$ cat src/rtl/clk_div_prog_pkg.sv
// Shared types and helpers for the programmable clock divider.
// Optional duty-cycle control is enabled with the CLK_DIV_PROG_DUTY_EN macro.
package clk_div_prog_pkg;

    typedef enum logic [1:0] {
        IDLE     = 2'd0,
        RUN      = 2'd1,
        STOPPING = 2'd2
    } state_e;

    localparam int unsigned DIV_MIN = 2;

    // Ratios below DIV_MIN cannot form a low and a high phase.
    function automatic int unsigned clamp_div(input int unsigned div);
        return (div < DIV_MIN) ? DIV_MIN : div;
    endfunction

`ifdef CLK_DIV_PROG_DUTY_EN
    // The high phase must leave at least one low cycle in the period.
    function automatic int unsigned clamp_high(input int unsigned high, input int unsigned div);
        if (high < 1)
            return 1;
        if (high > div - 1)
            return div - 1;
        return high;
    endfunction
`endif

endpackage

$ cat src/rtl/clk_div_ratio_hold.sv
// Pending/active ratio registers for clk_div_prog; a new ratio becomes active only
// when the owner signals a period boundary (or idle). Duty input under CLK_DIV_PROG_DUTY_EN.
module clk_div_ratio_hold
    import clk_div_prog_pkg::*;
#(
    parameter int DIV_W   = 16,
    parameter int DIV_RST = 2
) (
    input  logic             clk_i,
    input  logic             rst,
    input  logic [DIV_W-1:0] div_i,
`ifdef CLK_DIV_PROG_DUTY_EN
    input  logic [DIV_W-1:0] high_i,
`endif
    input  logic             div_vld_i,
    input  logic             apply_ok,
    output logic             div_rdy_o,
    output logic [DIV_W-1:0] div_o,
    output logic [DIV_W-1:0] low_o
);

    // Handshake: a load transfers when div_vld_i && div_rdy_o at a rising edge;
    // div_rdy_o stays low while a value is pending and the requester must hold
    // div_vld_i (ignored meanwhile) until it returns high.
    logic             pend_vld;
    logic [DIV_W-1:0] pend_div;
    logic [DIV_W-1:0] pend_low;
    logic [DIV_W-1:0] div_c;
    logic [DIV_W-1:0] low_c;

    always_comb begin
        div_c = DIV_W'(clamp_div(32'(div_i)));
`ifdef CLK_DIV_PROG_DUTY_EN
        low_c = div_c - DIV_W'(clamp_high(32'(high_i), 32'(div_c)));
`else
        low_c = div_c >> 1;
`endif
    end

    always_ff @(posedge clk_i) begin
        if (rst) begin
            pend_vld <= 1'b0;
            pend_div <= '0;
            pend_low <= '0;
            div_o    <= DIV_W'(DIV_RST);
            low_o    <= DIV_W'(DIV_RST / 2);
        end else if (pend_vld && apply_ok) begin
            div_o    <= pend_div;
            low_o    <= pend_low;
            pend_vld <= 1'b0;
        end else if (div_vld_i && !pend_vld) begin
            pend_vld <= 1'b1;
            pend_div <= div_c;
            pend_low <= low_c;
        end
    end

    assign div_rdy_o = ~pend_vld;

endmodule

$ cat src/rtl/clk_div_prog.sv
// Programmable integer clock divider with registered clk_o and edge strobes.
// Define CLK_DIV_PROG_DUTY_EN to add the high_i duty-cycle input.
module clk_div_prog
    import clk_div_prog_pkg::*;
#(
    parameter int DIV_W   = 16,
    parameter int DIV_RST = 2
) (
    input  logic             clk_i,
    input  logic             rst,
    input  logic             en_i,
    input  logic [DIV_W-1:0] div_i,
`ifdef CLK_DIV_PROG_DUTY_EN
    input  logic [DIV_W-1:0] high_i,
`endif
    input  logic             div_vld_i,
    output logic             div_rdy_o,
    output logic             clk_o,
    output logic             rise_o,
    output logic             fall_o,
    output logic             running_o,
    output state_e           state_o
);

    state_e           state_q, state_d;
    logic [DIV_W-1:0] cnt_q, cnt_d;
    logic [DIV_W-1:0] div_n, low_n;
    logic             wrap;
    logic             clk_d;

    assign wrap = (state_q != IDLE) && (cnt_q == div_n - DIV_W'(1));

    clk_div_ratio_hold #(
        .DIV_W   (DIV_W),
        .DIV_RST (DIV_RST)
    ) u_ratio (
        .clk_i     (clk_i),
        .rst       (rst),
        .div_i     (div_i),
`ifdef CLK_DIV_PROG_DUTY_EN
        .high_i    (high_i),
`endif
        .div_vld_i (div_vld_i),
        .apply_ok  ((state_q == IDLE) || wrap),
        .div_rdy_o (div_rdy_o),
        .div_o     (div_n),
        .low_o     (low_n)
    );

    always_comb begin
        state_d = state_q;
        cnt_d   = '0;
        case (state_q)
            IDLE: begin
                if (en_i)
                    state_d = RUN;
            end
            RUN: begin
                cnt_d = wrap ? '0 : cnt_q + DIV_W'(1);
                if (!en_i)
                    state_d = STOPPING;
            end
            STOPPING: begin
                cnt_d = wrap ? '0 : cnt_q + DIV_W'(1);
                if (en_i)
                    state_d = RUN;
                else if (wrap)
                    state_d = IDLE;
            end
            default: state_d = IDLE;
        endcase
        // A ratio change lands only where cnt_d is 0, which is low for any ratio.
        clk_d = (cnt_d >= low_n);
    end

    always_ff @(posedge clk_i) begin
        if (rst) begin
            state_q <= IDLE;
            cnt_q   <= '0;
            clk_o   <= 1'b0;
            rise_o  <= 1'b0;
            fall_o  <= 1'b0;
        end else begin
            state_q <= state_d;
            cnt_q   <= cnt_d;
            clk_o   <= clk_d;
            rise_o  <= clk_d & ~clk_o;
            fall_o  <= ~clk_d & clk_o;
        end
    end

    assign running_o = (state_q != IDLE);
    assign state_o   = state_q;

endmodule

$ cat config.mk
export PLATFORM = sky130hd
export DESIGN_NAME = clk_div_prog
export DESIGN_NICKNAME = d
export VERILOG_FILES = /design/src/rtl/clk_div_prog_pkg.sv /design/src/rtl/clk_div_ratio_hold.sv /design/src/rtl/clk_div_prog.sv
export SDC_FILE = /design/constraint.sdc
export NUM_CORES = 1
export LEC_CHECK = 0
export CORE_MARGIN = 4
export CORE_UTILIZATION = 65
export CTS_BUF_LIST = sky130_fd_sc_hd__clkbuf_4 sky130_fd_sc_hd__clkbuf_8
export DETAILED_ROUTE_END_ITERATION = 8
export PLACE_DENSITY = 0.95
export SYNTH_ARGS = -nofsm -noshare
export SYNTH_HDL_FRONTEND = slang
export SYNTH_SLANG_ARGS = --single-unit
$ cat constraint.sdc
create_clock -name clk_i -period 9.6 [get_ports clk_i]
set_input_delay 1.92 -clock clk_i [delete_from_list [all_inputs] [get_ports clk_i]]
set_output_delay 1.92 -clock clk_i [all_outputs]
set_load 0.02 [all_outputs]
Word-level counts from Yosys, hierarchy flattened
Index checks and enable logic that the tools add are counted.

storage, ports and cells
  output and inout bits = 7
  flip-flop bits (word level) = 84
  bits of input ports = 20

cells by class
  reduce and logical (&&, ||, !) cells = 11
  $lt $le $gt $ge = 2
  multiplexer cells = 8
  $add $sub $neg = 2
  bitwise gates (word level) = 6
  equal/unequal tests = 6

operators by type and width
  cell                                                                            number
  16-bit two-way mux                                                              3
  16-bit by 1-bit adder with 16-bit output (second input constant)                1
  16-bit equality test                                                            1
  16-bit by 15-bit greater-or-equal comparator with 1-bit output                  1
  16-bit by 2-bit less-than comparator with 1-bit output (second input constant)  1
  16-bit by 1-bit subtractor with 16-bit output (second input constant)           1
  2-bit two-way mux                                                               4
  2-bit case mux with 3 select lines                                              1
  2-bit inequality test (second input constant)                                   2
  1-bit NOT                                                                       4
  2-bit OR reduction                                                              2
  1-bit logical AND                                                               3
  3-bit inequality test (second input constant)                                   1
  3-bit AND reduction                                                             1
  1-bit AND                                                                       2
  2-bit by 1-bit equality test with 1-bit output (second input constant)          1
  2-bit equality test (second input constant)                                     1
  2-bit zero test                                                                 1
  2-bit AND reduction                                                             1
  2-bit nonzero test                                                              1
  1-bit zero test                                                                 1
  1-bit logical OR                                                                1

Longest topological paths before layout
  depth after elaboration = 8
  depth in mapped cells = 18
  gate-level depth less buffers = 17

By module
Synthesis repeated with hierarchy kept, for this count alone.

unflattened totals
  cell total of the unflattened synthesis = 435
  area, all modules = 3555.9 sq um

by module, submodules not included
  module              cells each  times used  area an instance (sq um)
  clk_div_prog        267         1           2193.4
  clk_div_ratio_hold  168         1           1362.6

Least setup slack after synthesis
No wires, ideal clock.

  path type = register -> register
  start point = register u_ratio.div_o[0]
  end point = register fall_o
  setup time = 0.061 ns
  setup slack = 5.322 ns
  required time = 9.539 ns
  data arrival time = 4.217 ns
  stages on the path, launching flop included = 17
  path through = dfxtp_1 -> inv_1 -> ha_1 -> or4b_4 -> nor4_2 -> a211oi_1 -> o31a_1 -> or4_4 -> o21ai_2 -> buf_2 -> nor2_1 -> ha_1 -> a21o_1 -> a2111oi_0 -> o21ai_0 -> o31ai_1 -> and4_1

between the ends
  cells in the longest elaborated chain, start to end = 8

ends and longest elaborated chain
  element                                                         line                                    RTL
  start: declaration                                              clk_div_ratio_hold.sv:18                output logic [DIV_W-1:0] div_o,
  start signal: assignment                                        clk_div_ratio_hold.sv:45                div_o <= DIV_W'(DIV_RST);
  start signal: assignment                                        clk_div_ratio_hold.sv:48                div_o <= pend_div;
  16-bit by 1-bit subtractor with 16-bit output                   clk_div_prog.sv:31                      assign wrap = (state_q != IDLE) && (cnt_q == div_n - DIV_W'(1));
  16-bit equality test                                            clk_div_prog.sv:31
  1-bit logical AND                                               clk_div_prog.sv:31
  16-bit two-way mux                                              clk_div_prog.sv:59, clk_div_prog.sv:64
  16-bit two-way mux                                              -
  net cnt_d[13]                                                   clk_div_prog.sv:26                      logic [DIV_W-1:0] cnt_q, cnt_d;
  16-bit by 15-bit greater-or-equal comparator with 1-bit output  clk_div_prog.sv:73                      clk_d = (cnt_d >= low_n);
  1-bit NOT                                                       clk_div_prog.sv:88                      fall_o <= ~clk_d & clk_o;
  1-bit AND                                                       clk_div_prog.sv:88
  end signal: assignment                                          clk_div_prog.sv:88
  end: declaration                                                clk_div_prog.sv:20                      output logic fall_o,

The timed path passes the listed nets, and every way through them passes these cells.
A chain may end at the register's enable or synchronous reset.

Final worst setup path
  start point = register u_ratio.div_o[0]
  end point = register rise_o

between the ends
  cells in the longest elaborated chain, start to end = 7

ends and longest elaborated chain
  element                                                         line                                    RTL
  16-bit by 1-bit subtractor with 16-bit output                   clk_div_prog.sv:31
  16-bit equality test                                            clk_div_prog.sv:31
  1-bit logical AND                                               clk_div_prog.sv:31
  16-bit two-way mux                                              clk_div_prog.sv:59, clk_div_prog.sv:64
  16-bit two-way mux                                              -
  net cnt_d[13]                                                   clk_div_prog.sv:26
  16-bit by 15-bit greater-or-equal comparator with 1-bit output  clk_div_prog.sv:73
  1-bit AND                                                       clk_div_prog.sv:87                      rise_o <= clk_d & ~clk_o;
  end signal: assignment                                          clk_div_prog.sv:87
  end: declaration                                                clk_div_prog.sv:19                      output logic rise_o,

The timed path passes the listed nets, and every way through them passes these cells.

==> impl_metrics.csv <==
group,metric,value,unit
yosys,synth_edf_count,0,
cells_and_area,fillCellCount,349,
setup_path,rr_worst_depth,15,
cells_and_area,fin_nets,455,
setup_path,r2r_slack,4.45,ns
yosys,synth_seq_area_share,0.335,
yosys,synth_top_cells_by_count,"69 x nand2_1, 54 x dfxtp_1, 43 x nor2_1, 27 x inv_1, 22 x ha_1",
yosys,synth.largest_area_cell,"dfxtp_1",
cells_and_area,post-route-util,0.753,
clock_tree,htree_levels,2,
global_routing,grt_util_all_layers,0.244,
place,dp_hpwl,5240,um
clock_tree,cts_hold_buf,0,
sta,finalWorstSetupSlack,4.45,ns
clock_tree,clkTransAtPathRegs,0.10,ns
global_routing,grt_pass1_wl,12100,um
place,port_buffers,26,
detailed_routing,drt_wl_total,7090,um
sta,max_slew_margin,0.384,
yosys,yosysMostFrequentCell,"nand2_1",
detailed_routing,num_vias,2788,
global_routing,antenna_found_initial,0,
yosys,synth_cells,399,
die,rows,25,
cells_and_area,drive_gt1_frac,0.0483,
yosys,synth_nets,441,
cells_and_area,antennaDiodeCount,0,
yosys,synth_top_area_frac,0.335,
yosys,synth_area_leaders,"dfxtp_1 34%, ha_1 8.5%, nand2_1 8.0%",
power_and_ir_drop,power.density,189,nW/um^2
setup_path,reg2reg_from,"u_ratio.div_o[0]$_SDFFE_PP0P_",
detailed_routing,drc,0,
global_routing,grt_pass1_vias,2773,
power_and_ir_drop,p_leak,1.43,nW
worst_hold_path,min_path_type,"reg -> reg",
sta,setup_viol_count_final,0,
clock_tree,worstSkewPairLatency,0.31,ns
worst_hold_path,hold-path-endpoint,"u_ratio.div_o[14]$_SDFFE_PP0P_",
die,die_area,6150,um^2
clock_tree,post-cts-setup-buffer-count,0,
sta,hold_violations,0,
die,die_h,78.4,um
status,status,"completed",
global_routing,grt_max_degree,37,
yosys,syn_area,3220,um^2
sta,drv_slew,0,
clock_tree,clockBufferDepth,2,
sta,rsz0062_at_grt,"no",
global_routing,use_met3,0.0482,
run,max_cap_violations,0,
clock_tree,cts.sinks,54,
place,place_area,3470,um^2
yosys,avgSynthCellArea,8.08,um^2
sta,tightest_slew,0.919,ns
cells_and_area,final_cell_area,3580,um^2
sta,fin_crit_sh,0.536,
detailed_routing,drt_pass1_iterations,4,
yosys,async_flop_share,0,
sta,setup_tns,0,ns
worst_hold_path,hold_start,"u_ratio.pend_div[14]$_SDFFE_PP0P_",
detailed_routing,wl_per_cell,14.7,um
setup_path,critical_path_required,9.76,ns
detailed_routing,drtAntennaViolNets,0,
die,boundaryPins,27,
sta,clock_skew,0.00739,ns
setup_path,end_kind,"register",
detailed_routing,initialDrtViolationCount,215,
worst_hold_path,min_path_cells,2,
global_routing,grt-ovfl-total,0,
sta,max_freq,0.194,GHz
detailed_routing,via_per_inst,5.80,
global_routing,grt_util_met2,0.445,
setup_path,critPathKind,"reg -> reg",
setup_path,startpoint_type,"register",
global_routing,grt_busiest_layer,"met2",
yosys,ys_types,51,
die,die_x,78.4,um
global_routing,grt_use_met1,0.278,
sta,period_needed,5.15,ns
power_and_ir_drop,ir_drop,0.000119,V
die,initial_core_util,0.678,
sta,hold_ws,0.458,ns
setup_path,arrival,5.30,ns
yosys,yosysWarnings,0,
setup_path,path_max_fanout,17,
place,place.gp.congestion,0.894,
place,pre_cts_ws,4.74,ns
clock_tree,cts_root_buf,"clkbuf_8",
clock_tree,cts_tree,"yes",
clock_tree,numCtsBuffers,5,
cells_and_area,areaGrowthSynthToFinish,11.1,%
clock_tree,ctsResizeCount,0,
die,core,4750,um^2
yosys,ys_ff_latch,54,
yosys,ys.flop_type,"dfxtp_1",
setup_path,reg2reg_to,"rise_o$_SDFF_PP0_",
[metal layers]
| metal | up-vias | wire, um | part of all wire |
|---|---|---|---|
| met5 | - | 0 | 0 |
| met4 | 0 | 210 | 0.030 |
| met3 | 27 | 408 | 0.058 |
| met2 | 91 | 3530 | 0.50 |
| met1 | 1283 | 2940 | 0.41 |
| li1 | 1387 | - | - |
[cell families after synthesis]
kind of cell,synth area share
adder cells (fa/ha/maj),0.0854
buffers and inverters,0.0636
flip-flops,0.335
XOR/XNOR,0.0978
multiplexers,0.0563
AND/OR/NAND/NOR,0.248
AO/OA/AOI/OAI,0.114
[report_power, final]
group | switching [mW] | internal, mW | total [mW]
clock | 0.0742 | 0.0807 | 0.155
combinational | 0.145 | 0.114 | 0.260
sequential | 0.0201 | 0.243 | 0.263
total | 0.240 | 0.438 | 0.678
[state kept, by name, summed over array words and instances (netlist names)]
register          count
u_ratio.div_o        16
fall_o                1
state_o               2
u_ratio.pend_div     16
clk_o                 1
rise_o                1
cnt_q                16
u_ratio.pend_vld      1
[placed cells by master, fill, tap and decap left out, types with 16 or more instances in the layout]
master,Yosys,final
dfxtp_1,54,54
xnor2_1,20,20
nor2_1,43,43
clkdlybuf4s50_1,0,26
nand2_1,69,69
a21oi_1,21,21
mux2i_1,17,17
xor2_1,16,16
inv_1,27,27
ha_1,22,22
[layout make-up]
class	instances	area (um^2)	share of cell area
multi-input combinational	298	1940	0.541
sequential	54	1080	0.302
timing repair buffer	26	260	0.0727
inverter	28	105	0.0293
tap	67	83.8	0.0234
clock buffer	6	76.3	0.0213
clock inverter	2	37.5	0.0105
[worst max-delay path by stage]
| stage | to | from | slack, ns | cells past startpoint |
|---|---|---|---|---|
| final | rise_o$_SDFF_PP0_ | u_ratio.div_o[0]$_SDFFE_PP0P_ | 4.45 | 15 |
| after global routing | rise_o$_SDFF_PP0_ | u_ratio.div_o[0]$_SDFFE_PP0P_ | 4.18 | 15 |
| after detailed placement | rise_o$_SDFF_PP0_ | u_ratio.div_o[0]$_SDFFE_PP0P_ | 4.74 | 15 |
| after floorplan | fall_o$_SDFF_PP0_ | u_ratio.div_o[0]$_SDFFE_PP0P_ | 5.32 | 16 |
| after CTS | rise_o$_SDFF_PP0_ | u_ratio.div_o[0]$_SDFFE_PP0P_ | 4.54 | 15 |
| after global placement | cnt_q[15]$_SDFF_PP0_ | rst | 4.86 | 4 |
[critical path, cell delays in order (launching register included)]
cell and delay (ns):
dfxtp_1 0.37, inv_1 0.08, ha_1 0.21, or4b_4 0.53, nor4_2 0.33, a211oi_1 0.13, o31a_1 0.27, or4_4 0.55
o21ai_2 0.56, nor2_1 0.12, ha_1 0.33, a21o_1 0.17, a2111oi_0 0.42, o21ai_0 0.22, o31ai_1 0.52, a211oi_1 0.17
[per-stage QoR]
step                      power, mW  instances
after floorplan               0.457        399
after global placement        0.511        473
after detailed placement      0.520        473
after CTS                     0.676        481
after global routing          0.716        481
final                         0.678        481
(Power assumes the default switching activity.)
